$ cat src/rtl/pipeline_hazard_ctrl_if.sv
// pipeline_hazard_ctrl_if: signal bundle between the hazard sequencer and the datapath latches
interface pipeline_hazard_ctrl_if #(
    parameter int REGW = 5,
    parameter int CNTW = 32
);
    logic ihit, dhit, dmemREN_mem, dmemWEN_mem, halt_wb, memread_ex;
    logic [REGW-1:0] rt_ex, rs_id, rt_id;
    logic rt_used_id, branch_taken_ex, jr_ex, jump_id;
    logic pc_en;
    logic [1:0] pc_sel;
    logic ifid_en, idex_en, exmem_en, memwb_en, ifid_flush, idex_flush, halted;
    logic [CNTW-1:0] stall_cycles, flush_count;
    modport master (
        output ihit, dhit, dmemREN_mem, dmemWEN_mem, halt_wb, memread_ex, rt_ex, rs_id, rt_id,
               rt_used_id, branch_taken_ex, jr_ex, jump_id,
        input  pc_en, pc_sel, ifid_en, idex_en, exmem_en, memwb_en, ifid_flush, idex_flush,
               halted, stall_cycles, flush_count
    );
    modport slave (
        input  ihit, dhit, dmemREN_mem, dmemWEN_mem, halt_wb, memread_ex, rt_ex, rs_id, rt_id,
               rt_used_id, branch_taken_ex, jr_ex, jump_id,
        output pc_en, pc_sel, ifid_en, idex_en, exmem_en, memwb_en, ifid_flush, idex_flush,
               halted, stall_cycles, flush_count
    );
endinterface

$ cat src/rtl/pipeline_hazard_ctrl.sv
// pipeline_hazard_ctrl: advance/stall/flush sequencer for the pipeline latches; PERF_CNT_EN adds stall/flush counters
module pipeline_hazard_ctrl #(
    parameter int REGW = 5,
    parameter int CNTW = 32
) (
    input logic CLK,
    input logic nRST,
    pipeline_hazard_ctrl_if.slave hif
);
    typedef enum logic {RUN, HALT} state_t;
    state_t state, next_state;
    logic ipend, dpend, mem_req, iok, dok, run, adv, redirect, load_use, bubble, ifid_fl, idex_fl;
    assign run = nRST && state == RUN;
    assign mem_req = hif.dmemREN_mem | hif.dmemWEN_mem;
    assign iok = hif.ihit | ipend;
    assign dok = !mem_req | hif.dhit | dpend;
    assign adv = run & iok & dok;
    assign redirect = hif.branch_taken_ex | hif.jr_ex;
    assign load_use = hif.memread_ex & (hif.rt_ex != REGW'(0)) &
                      ((hif.rt_ex == hif.rs_id) | (hif.rt_used_id & (hif.rt_ex == hif.rt_id)));
    assign bubble = adv & !redirect & load_use;
    assign ifid_fl = adv & (redirect | (!load_use & hif.jump_id));
    assign idex_fl = adv & (redirect | load_use);
    always_ff @(posedge CLK or negedge nRST)
        if (!nRST) state <= RUN;
        else state <= next_state;
    always_comb next_state = (state == RUN && hif.halt_wb) ? HALT : state;
    always_comb begin
        hif.pc_en = adv & !bubble;
        hif.pc_sel = !adv ? 2'b00 : redirect ? 2'b01 : (!load_use && hif.jump_id) ? 2'b10 : 2'b00;
        hif.ifid_en = adv & !bubble;
        hif.idex_en = adv;
        hif.exmem_en = adv;
        hif.memwb_en = adv & !hif.halt_wb;
        hif.ifid_flush = ifid_fl;
        hif.idex_flush = idex_fl;
        hif.halted = nRST && state == HALT;
    end
    // a hit seen while the other side is still waiting is remembered until the pipeline advances
    always_ff @(posedge CLK or negedge nRST)
        if (!nRST) begin
            ipend <= 1'b0;
            dpend <= 1'b0;
        end else if (state == RUN) begin
            ipend <= adv ? 1'b0 : ipend | hif.ihit;
            dpend <= adv ? 1'b0 : dpend | (hif.dhit & mem_req);
        end
`ifdef PERF_CNT_EN
    logic [CNTW-1:0] stall_q, flush_q;
    always_ff @(posedge CLK or negedge nRST)
        if (!nRST) begin
            stall_q <= '0;
            flush_q <= '0;
        end else if (state == RUN) begin
            if ((!adv | bubble) && stall_q != '1) stall_q <= stall_q + CNTW'(1);
            if ((ifid_fl | idex_fl) && flush_q != '1) flush_q <= flush_q + CNTW'(1);
        end
    assign hif.stall_cycles = stall_q;
    assign hif.flush_count = flush_q;
`else
    assign hif.stall_cycles = CNTW'(0);
    assign hif.flush_count = CNTW'(0);
`endif
endmodule
$ cat src/flat_wrapper.sv
// flat-port wrapper written by rule: the top's interface ports become plain ports
module pipeline_hazard_ctrl_flat 
#(
    parameter int REGW = 5,
    parameter int CNTW = 32
)
  (CLK, nRST, hif_ihit, hif_dhit, hif_dmemREN_mem, hif_dmemWEN_mem, hif_halt_wb, hif_memread_ex, hif_rt_ex, hif_rs_id, hif_rt_id, hif_rt_used_id, hif_branch_taken_ex, hif_jr_ex, hif_jump_id, hif_pc_en, hif_pc_sel, hif_ifid_en, hif_idex_en, hif_exmem_en, hif_memwb_en, hif_ifid_flush, hif_idex_flush, hif_halted, hif_stall_cycles, hif_flush_count);
  pipeline_hazard_ctrl_if #(.REGW(REGW), .CNTW(CNTW)) hif_i ();
  input logic CLK;
  input logic nRST;
  input wire logic [$bits(hif_i.ihit)-1:0] hif_ihit;
  input wire logic [$bits(hif_i.dhit)-1:0] hif_dhit;
  input wire logic [$bits(hif_i.dmemREN_mem)-1:0] hif_dmemREN_mem;
  input wire logic [$bits(hif_i.dmemWEN_mem)-1:0] hif_dmemWEN_mem;
  input wire logic [$bits(hif_i.halt_wb)-1:0] hif_halt_wb;
  input wire logic [$bits(hif_i.memread_ex)-1:0] hif_memread_ex;
  input wire logic [$bits(hif_i.rt_ex)-1:0] hif_rt_ex;
  input wire logic [$bits(hif_i.rs_id)-1:0] hif_rs_id;
  input wire logic [$bits(hif_i.rt_id)-1:0] hif_rt_id;
  input wire logic [$bits(hif_i.rt_used_id)-1:0] hif_rt_used_id;
  input wire logic [$bits(hif_i.branch_taken_ex)-1:0] hif_branch_taken_ex;
  input wire logic [$bits(hif_i.jr_ex)-1:0] hif_jr_ex;
  input wire logic [$bits(hif_i.jump_id)-1:0] hif_jump_id;
  output wire logic [$bits(hif_i.pc_en)-1:0] hif_pc_en;
  output wire logic [$bits(hif_i.pc_sel)-1:0] hif_pc_sel;
  output wire logic [$bits(hif_i.ifid_en)-1:0] hif_ifid_en;
  output wire logic [$bits(hif_i.idex_en)-1:0] hif_idex_en;
  output wire logic [$bits(hif_i.exmem_en)-1:0] hif_exmem_en;
  output wire logic [$bits(hif_i.memwb_en)-1:0] hif_memwb_en;
  output wire logic [$bits(hif_i.ifid_flush)-1:0] hif_ifid_flush;
  output wire logic [$bits(hif_i.idex_flush)-1:0] hif_idex_flush;
  output wire logic [$bits(hif_i.halted)-1:0] hif_halted;
  output wire logic [$bits(hif_i.stall_cycles)-1:0] hif_stall_cycles;
  output wire logic [$bits(hif_i.flush_count)-1:0] hif_flush_count;
  assign hif_i.ihit = hif_ihit;
  assign hif_i.dhit = hif_dhit;
  assign hif_i.dmemREN_mem = hif_dmemREN_mem;
  assign hif_i.dmemWEN_mem = hif_dmemWEN_mem;
  assign hif_i.halt_wb = hif_halt_wb;
  assign hif_i.memread_ex = hif_memread_ex;
  assign hif_i.rt_ex = hif_rt_ex;
  assign hif_i.rs_id = hif_rs_id;
  assign hif_i.rt_id = hif_rt_id;
  assign hif_i.rt_used_id = hif_rt_used_id;
  assign hif_i.branch_taken_ex = hif_branch_taken_ex;
  assign hif_i.jr_ex = hif_jr_ex;
  assign hif_i.jump_id = hif_jump_id;
  assign hif_pc_en = hif_i.pc_en;
  assign hif_pc_sel = hif_i.pc_sel;
  assign hif_ifid_en = hif_i.ifid_en;
  assign hif_idex_en = hif_i.idex_en;
  assign hif_exmem_en = hif_i.exmem_en;
  assign hif_memwb_en = hif_i.memwb_en;
  assign hif_ifid_flush = hif_i.ifid_flush;
  assign hif_idex_flush = hif_i.idex_flush;
  assign hif_halted = hif_i.halted;
  assign hif_stall_cycles = hif_i.stall_cycles;
  assign hif_flush_count = hif_i.flush_count;
  pipeline_hazard_ctrl #(.REGW(REGW), .CNTW(CNTW)) u_core (.CLK(CLK), .nRST(nRST), .hif(hif_i));
endmodule
$ cat config.mk
export PLATFORM = sky130hd
export DESIGN_NAME = pipeline_hazard_ctrl_flat
export DESIGN_NICKNAME = d
export VERILOG_FILES = /design/src/rtl/pipeline_hazard_ctrl_if.sv /design/src/rtl/pipeline_hazard_ctrl.sv /design/src/flat_wrapper.sv
export SDC_FILE = /design/constraint.sdc
export NUM_CORES = 1
export LEC_CHECK = 0
export BUFFER_PORTS_ARGS = -buffer_cell sky130_fd_sc_hd__buf_4
export CORE_MARGIN = 2
export CORE_UTILIZATION = 33
export DETAILED_ROUTE_END_ITERATION = 7
export MAX_ROUTING_LAYER = met4
export PLACE_DENSITY = 0.81
export RECOVER_POWER = 50
export SLEW_MARGIN = 20
export SYNTH_ARGS = -nofsm -noshare
export SYNTH_HDL_FRONTEND = slang
export SYNTH_SLANG_ARGS = --single-unit
$ cat constraint.sdc
create_clock -name CLK -period 2.27 [get_ports CLK]
set_clock_uncertainty 0.15 [all_clocks]
set_input_delay 0.454 -clock CLK [delete_from_list [all_inputs] [get_ports CLK]]
set_output_delay 0.454 -clock CLK [all_outputs]
set_load 0.1 [all_outputs]
==> reports/metrics.cfg <==
[run_status]
status=finished, violations left
violations=negative setup slack

[power_and_ir_drop]
ir_worst_vdd_uv=344
clkPwrFrac_pct=12.9
seqPwrFrac_pct=8.4
switching_share_pct=74.3
p_leak_nw=0.605
p_int_mw=0.184
p_sw_mw=0.532
power.total_mw=0.716
powerDensity_nw_per_um2=639
power_frac_comb_pct=78.7

[timing]
rsz0062_at_grt=yes
setup_ws_ps=-162
setup_viol=5
final-hold-violation-count=0
post-route-period-util_pct=107
layout_min_cycle_time_ps=2430
drv_slew=0
max_freq_ghz=0.411

[route]
detail_route.wl_per_cell_um=8.17
vias=641
routed_wl_um=1550
viasPerCell=3.39
firstDrtPassIters=2
first_iter_violations=9
ant_nets=0
drc=0

[worst_setup_path]
crit_chain=buf_6 -> or4_4 -> o21a_1 -> and2_4 -> a21oi_4 -> buf_6
rrSetupSlack_ps=970
path_buf_inv=2
critPathMaxStageDelay_ps=510
critical-path-top-delay-family=simple AND/OR/NAND/NOR gates
required_ps=1670
cp_max_fo=2
cp-start-kind=primary input
crit_type=primary input to output port
end_kind=output port
arrival_ps=1830
path_common_cell=buf_6
cpMaxStageDelayCell=or4_4

[die]
coreArea_um2=2430
dieArea_um2=2920
start_util_pct=34.0
die_h_um=54.1
die_w_um=54.1
design.portCount=101
num_rows=18

[cts]
insertion_delay_ps=230
tritoncts=built
cts.root.buffer_cell=clkbuf_4
htree_num_levels=1
clockBufferDepth=2
clkSinkCount=3
post_cts_buffers=0
cts_buffers=3
cts.clk_slew.worst_paths_ps=40

[global_routing]
met2_usage_pct=16.5
grt_usage_pct=9.90
grt_pass1_vias=469
antenna_found_initial=0
grt_pass1_wl_um=1990
met1_usage_pct=11.4
grt_busiest_layer=met2
grt_max_degree=6
grtUsageMet3_pct=1.67
grt_overflow=0

[placed_design]
place_ws_ps=-221
dp_hpwl_um=1370
placed_cell_area_um2=1020
place_congestion=0.768
placedCellCount=184
io_buffers=36

[logic_synthesis]
yosysTopAreaCellShare_pct=59.9
ys.flop_type=dfrtp_1
yosysWarnings=0
netlist_top_cells_area=buf_4, xnor2_1, dfrtp_1, nor2_1, a21oi_1
avgSynthCellArea_um2=7.38
synth_edf_count=0
ys_seq_area_share_pct=9.08
synth.most_common_cell=buf_4
synth.distinct_cells=20
syn_inst=112
yosysTopAreaCell=buf_4
async_flop_share_pct=100
synthesis.area_um2=827
yosys-top-cells-count=buf_4, xnor2_1, nor2_1
synth_seq_cells=3

[final_layout]
final_area_um2=1120
drive_gt1_share_pct=39.0
final_cells=189
diodes=0
area_growth_pct=35.6
nNetsFinal=187

[run]
maxCapViolations=0

[worst_hold_path]
hold_class=primary input to register

==> placed cells by master, fill, tap and decap left out, types with 2 or more instances in the layout <==
cell type and n:
a21oi_4 3, inv_1 2, nand3_1 2, buf_12 3, buf_4 35, clkbuf_4 4
xnor2_1 10, buf_6 6, dfrtp_1 3, nor2_1 6, conb_1 64, nand2_1 2
==> flip-flops by register name, summed over array words and instances (netlist names) <==
signal        cells
u_core.state      1
u_core.dpend      1
u_core.ipend      1
==> final cells by class <==
type | instances | area, um^2
Timing Repair Buffer | 46 | 408
Clock buffer | 4 | 26.3
Sequential cell | 3 | 75.1
Inverter | 3 | 15.0
Tap cell | 30 | 37.5
Fill cell | 240 | 1310
Multi-Input combinational cell | 103 | 559
==> worst paths after layout <==
path,startpoint,endpoint,cells past startpoint
worst min register to register,u_core.dpend,u_core.dpend,2
max in group asynchronous,nRST,u_core.dpend,2
worst max register to register,u_core.state,u_core.ipend,5
worst max-delay path,hif_rt_ex[0],hif_pc_en,6
worst min-delay path,hif_halt_wb,u_core.state,2
min in group asynchronous,nRST,u_core.ipend,2
==> through the flow <==
step	hold slack [ps]	TNS [ps]	utilization (%)
after floorplan	8.41	-2840	-
after global placement	97.3	-1020	41.8
after detailed placement	97.9	-1020	41.8
after CTS	266	-624	45.6
after global routing	254	-810	46.1
final	275	-588	46.1
==> worst reg2reg max path: stages, from the launching register on <==
cell,delay (ps)
dfrtp_1,390
nor3_2,280
nand2_4,90
clkinvlp_4,110
buf_4,120
nor2_1,40
==> power by group through the flow <==
| stage | registers, mW | logic [mW] | clock network [mW] |
|---|---|---|---|
| 2_1_floorplan | 0.0603 | 0.587 | 0 |
| 3_5_place_dp | 0.0605 | 0.557 | 0 |
| 4_1_cts | 0.0599 | 0.560 | 0.0974 |
| 6_report | 0.0601 | 0.563 | 0.0924 |
| 3_3_place_gp | 0.0605 | 0.555 | 0 |
| 5_1_grt | 0.0606 | 0.581 | 0.110 |
==> logic make-up after synthesis <==
group / count (synthesis) / synth area share [%]
other: 1 / 0.453
AOI/OAI and AO/OA: 9 / 6.81
DFF: 3 / 9.08
buffers and inverters: 69 / 61.3
xor gates and xnor gates: 10 / 10.6
and+or+nand+nor: 20 / 11.8
==> per-layer routing <==
| metal | part of all wire (%) | up-vias |
|---|---|---|
| met5 | 0 | - |
| met4 | 0 | 0 |
| met3 | 8.2 | 0 |
| met2 | 59 | 41 |
| met1 | 32 | 283 |
| li1 | - | 317 |
==> timing repair <==
action                                 in CTS  in global routing
resized for setup                          14                  3
endpoints found under the hold margin       3                  0
cloned                                      0                  0
setup endpoints to repair                   5                  6
hold buffers                                1                  0
pin swaps                                   2                  1
No activity file was read; power rests on OpenSTA's default activity.
